--- config.mk ---
export PLATFORM = sky130hd
export DESIGN_NAME = conv_out_writeback
export DESIGN_NICKNAME = d
export VERILOG_FILES = /design/src/rtl/conv_out_writeback.sv
export SDC_FILE = /design/constraint.sdc
export NUM_CORES = 1
export LEC_CHECK = 0
export BUFFER_PORTS_ARGS = -buffer_cell sky130_fd_sc_hd__buf_2
export CORE_MARGIN = 2
export CORE_UTILIZATION = 52
export CTS_BUF_LIST = sky130_fd_sc_hd__clkbuf_8
export CTS_CLUSTER_SIZE = 12
export DETAILED_ROUTE_END_ITERATION = 6
export PLACE_DENSITY = 0.77
export SYNTH_ARGS = -nofsm -noshare
export SYNTH_HDL_FRONTEND = slang
export SYNTH_SLANG_ARGS = --single-unit
--- constraint.sdc ---
create_clock -name clock -period 3.1 [get_ports clock]
set_input_delay 0.93 -clock clock [delete_from_list [all_inputs] [get_ports clock]]
set_output_delay 0.93 -clock clock [all_outputs]
set_load 0.02 [all_outputs]
--- src/rtl/conv_out_writeback.sv ---
// conv_out_writeback
// Output stage of a convolution layer. It takes one finished accumulator sum per output pixel
// per output channel, then:
//   - adds the per-channel bias,
//   - rounds away the fractional bits,
//   - applies optional ReLU and saturates to DATA_WIDTH,
//   - writes the word into the output feature RAM at a generated address.
// It raises layer_done once the last word of the layer has been written.
//
// Ports:
//   clock       system clock, rising edge
//   reset       asynchronous, active-low reset
//   start       level from control; its rising edge arms a new layer (and aborts a running one)
//   mac_valid   one-cycle strobe: mac_result holds a complete sum
//   mac_result  signed accumulator sum (ACC_WIDTH)
//   bias_all    per-channel signed bias in output Q format, channel c at [c*DATA_WIDTH +: DATA_WIDTH]
//   out_wren    output RAM write enable
//   out_addr    output RAM write address (ch*W*H + y*W + x)
//   out_data    output RAM write data
//   layer_done  high once all results of the layer are written; held until the next start edge
//   sat_flag    sticky: some result of the current layer saturated
//   seq_err     sticky: mac_valid arrived while idle or done
//
// Pipeline: strobe in cycle t -> S1 (bias add) -> S2 (round) -> S3 (clamp, output regs).
// out_wren is therefore high in cycle t+3. There is no back-pressure.

module conv_out_writeback #(
   parameter int unsigned DATA_WIDTH          = 16,
   parameter int unsigned ACC_WIDTH           = 40,
   parameter int unsigned FRAC_SHIFT          = 8,
   parameter int unsigned NUM_ONEMULT         = 2,
   parameter int unsigned OUT_FEATURE_WIDTH_W = 4,
   parameter int unsigned OUT_FEATURE_WIDTH_H = 4,
   parameter int unsigned ADDR_WIDTH          = 10,
   parameter int unsigned RELU_EN             = 1,
   parameter int unsigned SKIP_FIRST          = 1
) (
   input  logic                              clock,
   input  logic                              reset,
   input  logic                              start,
   input  logic                              mac_valid,
   input  logic signed [ACC_WIDTH-1:0]       mac_result,
   input  logic [DATA_WIDTH*NUM_ONEMULT-1:0] bias_all,
   output logic                              out_wren,
   output logic [ADDR_WIDTH-1:0]             out_addr,
   output logic [DATA_WIDTH-1:0]             out_data,
   output logic                              layer_done,
   output logic                              sat_flag,
   output logic                              seq_err
);

   localparam int unsigned SUM_W  = ACC_WIDTH + 1;
   // One extra bit so that adding the rounding constant can never wrap.
   localparam int unsigned RND_W  = ACC_WIDTH + 2;
   localparam int unsigned CH_W   = (NUM_ONEMULT > 1) ? $clog2(NUM_ONEMULT) : 1;
   localparam int unsigned X_W    = (OUT_FEATURE_WIDTH_W > 1) ? $clog2(OUT_FEATURE_WIDTH_W) : 1;
   localparam int unsigned Y_W    = (OUT_FEATURE_WIDTH_H > 1) ? $clog2(OUT_FEATURE_WIDTH_H) : 1;
   localparam int unsigned SKIP_W = (SKIP_FIRST > 0) ? $clog2(SKIP_FIRST + 1) : 1;
   localparam int unsigned PLANE  = OUT_FEATURE_WIDTH_W * OUT_FEATURE_WIDTH_H;

   localparam logic [CH_W-1:0] CH_LAST = CH_W'(NUM_ONEMULT - 1);
   localparam logic [X_W-1:0]  X_LAST  = X_W'(OUT_FEATURE_WIDTH_W - 1);
   localparam logic [Y_W-1:0]  Y_LAST  = Y_W'(OUT_FEATURE_WIDTH_H - 1);

   localparam logic [RND_W-1:0] HALF = RND_W'(1) << (FRAC_SHIFT - 1);
   localparam logic signed [RND_W-1:0] MAX_V =
      {{(RND_W - DATA_WIDTH + 1){1'b0}}, {(DATA_WIDTH - 1){1'b1}}};
   localparam logic signed [RND_W-1:0] MIN_V =
      {{(RND_W - DATA_WIDTH + 1){1'b1}}, {(DATA_WIDTH - 1){1'b0}}};
   localparam logic [DATA_WIDTH-1:0] DATA_MAX = {1'b0, {(DATA_WIDTH - 1){1'b1}}};
   localparam logic [DATA_WIDTH-1:0] DATA_MIN = {1'b1, {(DATA_WIDTH - 1){1'b0}}};

   typedef enum logic [1:0] {StIdle, StRun, StFlush, StDone} state_e;

   state_e state_q, state_d;

   logic                   start_q;
   logic                   start_edge;
   logic [CH_W-1:0]        ch_q, ch_d, ch_eff;
   logic [X_W-1:0]         x_q, x_d, x_eff;
   logic [Y_W-1:0]         y_q, y_d, y_eff;
   logic [SKIP_W-1:0]      skip_q, skip_d, skip_eff;
   logic                   active, take, skip_hit, last_take, seq_hit, done_set;

   logic                   v1_q, v2_q;
   logic [DATA_WIDTH-1:0]  bias_sel;
   logic signed [SUM_W-1:0] bias_ext, acc_ext, sum_d, sum_q;
   logic [ADDR_WIDTH-1:0]  addr_d, addr1_q, addr2_q;
   logic signed [RND_W-1:0] rnd_sum, r_d, r_q;
   logic [DATA_WIDTH-1:0]  data_s3;
   logic                   sat_s3;

   assign start_edge = start & ~start_q;

   // ---------------------------------------------------------------------------------------------
   // FSM: state register
   // ---------------------------------------------------------------------------------------------
   always_ff @(posedge clock or negedge reset) begin
      if (!reset) begin
         state_q <= StIdle;
      end else begin
         state_q <= state_d;
      end
   end

   // FSM: next state. A start edge from any state begins a new layer. The sample arriving in
   // the same cycle already belongs to that new layer.
   always_comb begin
      state_d = state_q;
      if (start_edge) begin
         state_d = last_take ? StFlush : StRun;
      end else begin
         case (state_q)
            StRun:   if (last_take) state_d = StFlush;
            StFlush: if (!v1_q && !v2_q) state_d = StDone;
            default: state_d = state_q;
         endcase
      end
   end

   // FSM: outputs (per-cycle control strobes)
   always_comb begin
      active   = start_edge || (state_q == StRun);
      seq_hit  = mac_valid && !start_edge && ((state_q == StIdle) || (state_q == StDone));
      // In FLUSH the last word sits in the output register once S1/S2 are empty.
      done_set = !start_edge && (state_q == StFlush) && !v1_q && !v2_q;
   end

   // ---------------------------------------------------------------------------------------------
   // Sample counters and skip handling
   // ---------------------------------------------------------------------------------------------
   always_comb begin
      ch_eff   = start_edge ? '0 : ch_q;
      x_eff    = start_edge ? '0 : x_q;
      y_eff    = start_edge ? '0 : y_q;
      skip_eff = start_edge ? SKIP_W'(SKIP_FIRST) : skip_q;

      take      = mac_valid && active && (skip_eff == '0);
      skip_hit  = mac_valid && active && (skip_eff != '0);
      last_take = take && (ch_eff == CH_LAST) && (x_eff == X_LAST) && (y_eff == Y_LAST);

      ch_d   = ch_eff;
      x_d    = x_eff;
      y_d    = y_eff;
      skip_d = skip_hit ? (skip_eff - SKIP_W'(1)) : skip_eff;
      if (take) begin
         if (ch_eff == CH_LAST) begin
            ch_d = '0;
            if (x_eff == X_LAST) begin
               x_d = '0;
               y_d = (y_eff == Y_LAST) ? '0 : (y_eff + Y_W'(1));
            end else begin
               x_d = x_eff + X_W'(1);
            end
         end else begin
            ch_d = ch_eff + CH_W'(1);
         end
      end
   end

   // ---------------------------------------------------------------------------------------------
   // Datapath
   // ---------------------------------------------------------------------------------------------
   // S1: bias add. Bias is in output Q format, so align it to the accumulator's binary point.
   always_comb begin
      bias_sel = bias_all[DATA_WIDTH-1:0];
      for (int unsigned c = 0; c < NUM_ONEMULT; c++) begin
         if (ch_eff == CH_W'(c)) bias_sel = bias_all[c*DATA_WIDTH +: DATA_WIDTH];
      end
      bias_ext = {{(SUM_W - DATA_WIDTH){bias_sel[DATA_WIDTH-1]}}, bias_sel} <<< FRAC_SHIFT;
      acc_ext  = {mac_result[ACC_WIDTH-1], mac_result};
      sum_d    = acc_ext + bias_ext;
      addr_d   = ADDR_WIDTH'(32'(ch_eff) * PLANE + 32'(y_eff) * OUT_FEATURE_WIDTH_W
                             + 32'(x_eff));
   end

   // S2: round half up, then arithmetic shift.
   always_comb begin
      rnd_sum = {sum_q[SUM_W-1], sum_q} + HALF;
      r_d     = rnd_sum >>> FRAC_SHIFT;
   end

   // S3: ReLU takes precedence, so a clamped negative never counts as saturation.
   always_comb begin
      data_s3 = r_q[DATA_WIDTH-1:0];
      sat_s3  = 1'b0;
      if ((RELU_EN != 0) && r_q[RND_W-1]) begin
         data_s3 = '0;
      end else if (r_q > MAX_V) begin
         data_s3 = DATA_MAX;
         sat_s3  = 1'b1;
      end else if (r_q < MIN_V) begin
         data_s3 = DATA_MIN;
         sat_s3  = 1'b1;
      end
   end

   // ---------------------------------------------------------------------------------------------
   // Registers. A start edge flushes S2/S3 in the same cycle, so the old layer writes nothing
   // further. S1 is reloaded with whatever the new layer accepts.
   // ---------------------------------------------------------------------------------------------
   always_ff @(posedge clock or negedge reset) begin
      if (!reset) begin
         start_q    <= 1'b0;
         ch_q       <= '0;
         x_q        <= '0;
         y_q        <= '0;
         skip_q     <= '0;
         v1_q       <= 1'b0;
         sum_q      <= '0;
         addr1_q    <= '0;
         v2_q       <= 1'b0;
         r_q        <= '0;
         addr2_q    <= '0;
         out_wren   <= 1'b0;
         out_addr   <= '0;
         out_data   <= '0;
         layer_done <= 1'b0;
         sat_flag   <= 1'b0;
         seq_err    <= 1'b0;
      end else begin
         start_q <= start;
         ch_q    <= ch_d;
         x_q     <= x_d;
         y_q     <= y_d;
         skip_q  <= skip_d;

         v1_q <= take;
         if (take) begin
            sum_q   <= sum_d;
            addr1_q <= addr_d;
         end

         v2_q <= v1_q && !start_edge;
         if (v1_q) begin
            r_q     <= r_d;
            addr2_q <= addr1_q;
         end

         out_wren <= v2_q && !start_edge;
         if (v2_q && !start_edge) begin
            out_data <= data_s3;
            out_addr <= addr2_q;
         end

         layer_done <= !start_edge && (layer_done || done_set);
         sat_flag   <= !start_edge && (sat_flag || (v2_q && sat_s3));
         seq_err    <= !start_edge && (seq_err || seq_hit);
      end
   end

endmodule

==> tab_implementation.tex <==
\begin{tabular}{lr}
\hline
Metric & Value \\
\hline
\multicolumn{2}{l}{\textbf{Pwr}} \\
\quad Leakage & 4.180 nW \\
\quad Final Power & 7.193 mW \\
\quad Total power per unit cell area & 797.5 nW/um2 \\
\quad Peak ir drop on the vdd network & 0.3513 mV \\
\multicolumn{2}{l}{\textbf{GRT}} \\
\quad Maximum number of pins on one net before global-route repair & 52 \\
\quad Antenna violations before repair & 0 \\
\quad Via count of the first global-routing pass & 5939 \\
\quad Wire length of the first global-routing pass & 26950 um \\
\quad Global Route Usage Sum & 23.08\% \\
\quad Grt total ovfl & 0 \\
\multicolumn{2}{l}{\textbf{Job}} \\
\quad Max\_cap viols & 0 \\
\multicolumn{2}{l}{\textbf{Placement}} \\
\quad Detailed placer's ending HPWL & 12130 um \\
\quad RD Place Congestion & 0.8625 \\
\quad PortBufs & 93 \\
\quad Number of placed instances with taps included & 1114 \\
\multicolumn{2}{l}{\textbf{Yosys}} \\
\quad Count of synthesis-stage warnings from yosys & 0 \\
\quad Most frequently used cell type in the post-synthesis netlist & dfrtp\_1 \\
\quad Leading register cell type out of synthesis & dfrtp\_1 \\
\quad Fraction of post-synthesis cell area in the top cell type by area & 41.25\% \\
\quad Top cells by area, synth & dfrtp\_1 41\%, ha\_1 6.9\%, a21oi\_1 6.0\%, nand2\_1 5.3\%, mux2\_2 4.9\% \\
\quad Summed instance area of the synthesized netlist & 6915 um2 \\
\quad Number of flip-flops and latches in the synthesized netlist & 114 \\
\quad Cell count after synthesis & 776 \\
\quad Fraction of the yosys area taken by sequential cells & 41.25\% \\
\quad Area leader, netlist & dfrtp\_1 \\
\quad Most numerous cell types in the synthesized netlist & 114 x dfrtp\_1, 97 x nand2\_1, 84 x nor2\_1 \\
\quad Count of flip-flops with a built-in enable after synthesis & 0 \\
\quad Synth async-reset ratio & 100.0\% \\
\quad Average cell area after synthesis & 8.912 um2 \\
\quad Post-synth cell types & 59 \\
\multicolumn{2}{l}{\textbf{Clock tree}} \\
\quad Clock transition at the registers of the reported paths & 0.06 ns \\
\quad Later-pin clock latency in the skew report & 0.43 ns \\
\quad Post-CTS Hold Buffers & 0 \\
\quad Clock Root Buffer & clkbuf\_8 \\
\quad TritonCTS clock tree & done \\
\quad H-tree depth & 4 \\
\quad Clock Sink Count & 114 \\
\quad TritonCTS buffer count & 17 \\
\quad CTS Buffer Depth & 2 \\
\multicolumn{2}{l}{\textbf{Layout}} \\
\quad Final Net Count & 1073 \\
\quad Number of filler cells placed in the layout & 1029 \\
\quad Post-synthesis to final-layout area growth & 30.43\% \\
\quad Number of antenna repair diodes & 0 \\
\quad Number of non-filler instances in the completed layout & 1147 \\
\quad Fraction of layout instances using a drive strength above 1 & 31.93\% \\
\multicolumn{2}{l}{\textbf{Timing}} \\
\quad Slew Limit Fails & 0 \\
\quad Time the final worst path needs with I/O delays and setup & 3.071 ns \\
\quad Headroom to the max-slew limit & 36.28\% \\
\quad Setup repair after global routing missed its margin & true \\
\quad Achievable Freq & 0.3256 GHz \\
\quad Final hold violation count & 0 \\
\quad Post-route fraction of the period consumed by the critical path & 99.07\% \\
\quad Final setup violation count & 0 \\
\quad Worst clock skew on the final layout & 0.01169 ns \\
\quad Slew at the pin with the worst max-slew slack & 0.9522 ns \\
\multicolumn{2}{l}{\textbf{Die}} \\
\quad Number of rows in the core area & 42 \\
\quad Core area & 13140 um2 \\
\quad Overall die height & 119.3 um \\
\quad Die width & 119.3 um \\
\quad Die area & 14240 um2 \\
\quad Effective utilization at floorplan & 52.64\% \\
\quad Number of top-level pins & 106 \\
\multicolumn{2}{l}{\textbf{Route}} \\
\quad Number of iterations in the first detailed-routing pass & 4 \\
\quad Post-route DRC & 0 \\
\quad DRC violation total after the first TritonRoute iteration & 305 \\
\quad Number of nets with antenna violations after detailed routing & 0 \\
\quad Vias per Instance & 5.371 \\
\quad Routed length per instance & 13.57 um \\
\quad DR vias & 6161 \\
\quad DRT Wirelength & 15560 um \\
\multicolumn{2}{l}{\textbf{Run status}} \\
\quad Status & completed \\
\multicolumn{2}{l}{\textbf{Worst setup path}} \\
\quad Startpoint class of the critical path & primary input \\
\quad Critical Setup Path Class & primary input to flop \\
\quad Required time at the worst-slack endpoint & 3.40 ns \\
\quad Critical-path maximum fanout & 8 \\
\quad Worst reg2reg startpoint & start\_q \\
\quad Minimum setup slack among reg-to-reg paths & 0.15 ns \\
\quad CP endpoint kind & flop \\
\quad R2R cell count & 12 \\
\quad FF-to-FF End & sum\_q[36] \\
\quad Arrival @ worst endpoint & 3.38 ns \\
\multicolumn{2}{l}{\textbf{Worst hold path}} \\
\quad Class of the tightest hold or removal check & primary input to async pin \\
\hline
\end{tabular}
cells by family after synthesis:
| kind of cell | Yosys count | synth area share [%] |
|---|---|---|
| and+or+nand+nor | 275 | 18.13 |
| other | 1 | 0.05423 |
| AOI/OAI and AO/OA | 203 | 17.95 |
| xor gates and xnor gates | 55 | 6.966 |
| adders and majority gates | 39 | 7.165 |
| muxes | 30 | 4.885 |
| buffers and inverters | 59 | 3.600 |
| DFF | 114 | 41.25 |
state kept, by name, indices dropped and copies added (netlist names):
name        cells
r_q            34
sum_q          34
out_data       16
addr1_q         5
addr2_q         5
out_addr        5
state_q         2
x_q             2
y_q             2
ch_q            1
layer_done      1
out_wren        1
sat_flag        1
seq_err         1
skip_q          1
start_q         1
v1_q            1
v2_q            1
report_power, final:
part	total (mW)	leakage, nW	switching, mW	internal, mW
Clock	1.31	0.202	0.573	0.740
Combinational	3.28	2.57	1.72	1.56
Sequential	2.60	1.40	0.511	2.09
cells in the final DEF, fill, tap and decap left out, types with 4 or more instances in the layout:
master    instances
a21o_1            8
a21oi_1          74
a21oi_2          10
and2_1            7
and3_1           12
buf_2            91
buf_4           102
clkbuf_8         19
conb_1            5
dfrtp_1         113
ha_1             20
ha_4             17
inv_1            25
mux2_2           24
mux2_4            6
nand2_1          95
nand2_2           4
nand3_1          23
nand4_1          14
nor2_1           82
nor3_1            7
nor4_1            5
o211ai_1          5
o21a_1            5
o21ai_0          39
o21ai_1          11
o21bai_1          4
o31ai_1          22
xnor2_1          25
xor2_1           30
stage by stage:
stage | cell area (um2) | utilization, % | worst slack [ns] | hold WS [ns] | TNS [ns]
global route | 9020 | 68.66 | -0.03212 | 0.4970 | -0.09420
global placement | 8523 | 64.88 | -0.4594 | 0.4486 | -6.188
detailed placement | 8523 | 64.88 | -0.4918 | 0.4553 | -7.217
floorplan | 7247 | - | -0.1684 | 0.4304 | -0.4812
CTS | 8936 | 68.02 | 0.001983 | 0.4724 | 0
finish | 9020 | 68.66 | 0.02881 | 0.4678 | 0
how the worst max path moves through the flow:
stage                     startpoint   endpoint  slack (ns)  cells past startpoint
after global placement         start  sum_q[37]       -0.46                     11
after floorplan                start  sum_q[36]       -0.17                     12
after detailed placement       start  sum_q[37]       -0.49                     11
after global routing           start  sum_q[39]       -0.03                     12
after CTS                      start  sum_q[36]       0.002                     14
final                          start  sum_q[36]        0.03                     13
final cells by class:
type / count / area, um2 / area share [%]
clock inverter: 13 / 121.4 / 1.346
multi-input combinational: 607 / 4220 / 46.79
clock buffer: 19 / 261.5 / 2.899
sequential: 114 / 2854 / 31.64
tap: 176 / 220.2 / 2.441
timing repair buffer: 195 / 1256 / 13.93
inverter: 23 / 86.33 / 0.9571
critical path, stage by stage:
cell and delay, ns:
buf_8 0.10, nand2b_4 0.08, nand2_8 0.09, mux2_4 0.41, buf_4 0.18, ha_1 0.29
buf_4 0.14, nand2_1 0.08, nor4_1 0.29, buf_4 0.17, a221oi_4 0.08, o2111a_1 0.26
a221o_1 0.26
per-layer routing:
layer	track usage, %	part of all wire [%]	vias up
met5	0	0	-
met4	6.176	1.5	0
met3	4.119	3.7	20
met2	38.54	47	131
met1	31.13	47	2905
li1	-	-	3105
what timing repair did:
item / 4_1_cts / 5_1_grt
buffers inserted: 1 / 0
setup endpoints to repair: 4 / 12
pin swaps: 2 / 7
resized for setup: 6 / 19
hold endpoints to repair: 0 / 0
Note: power is estimated with default switching activity, not from simulation.
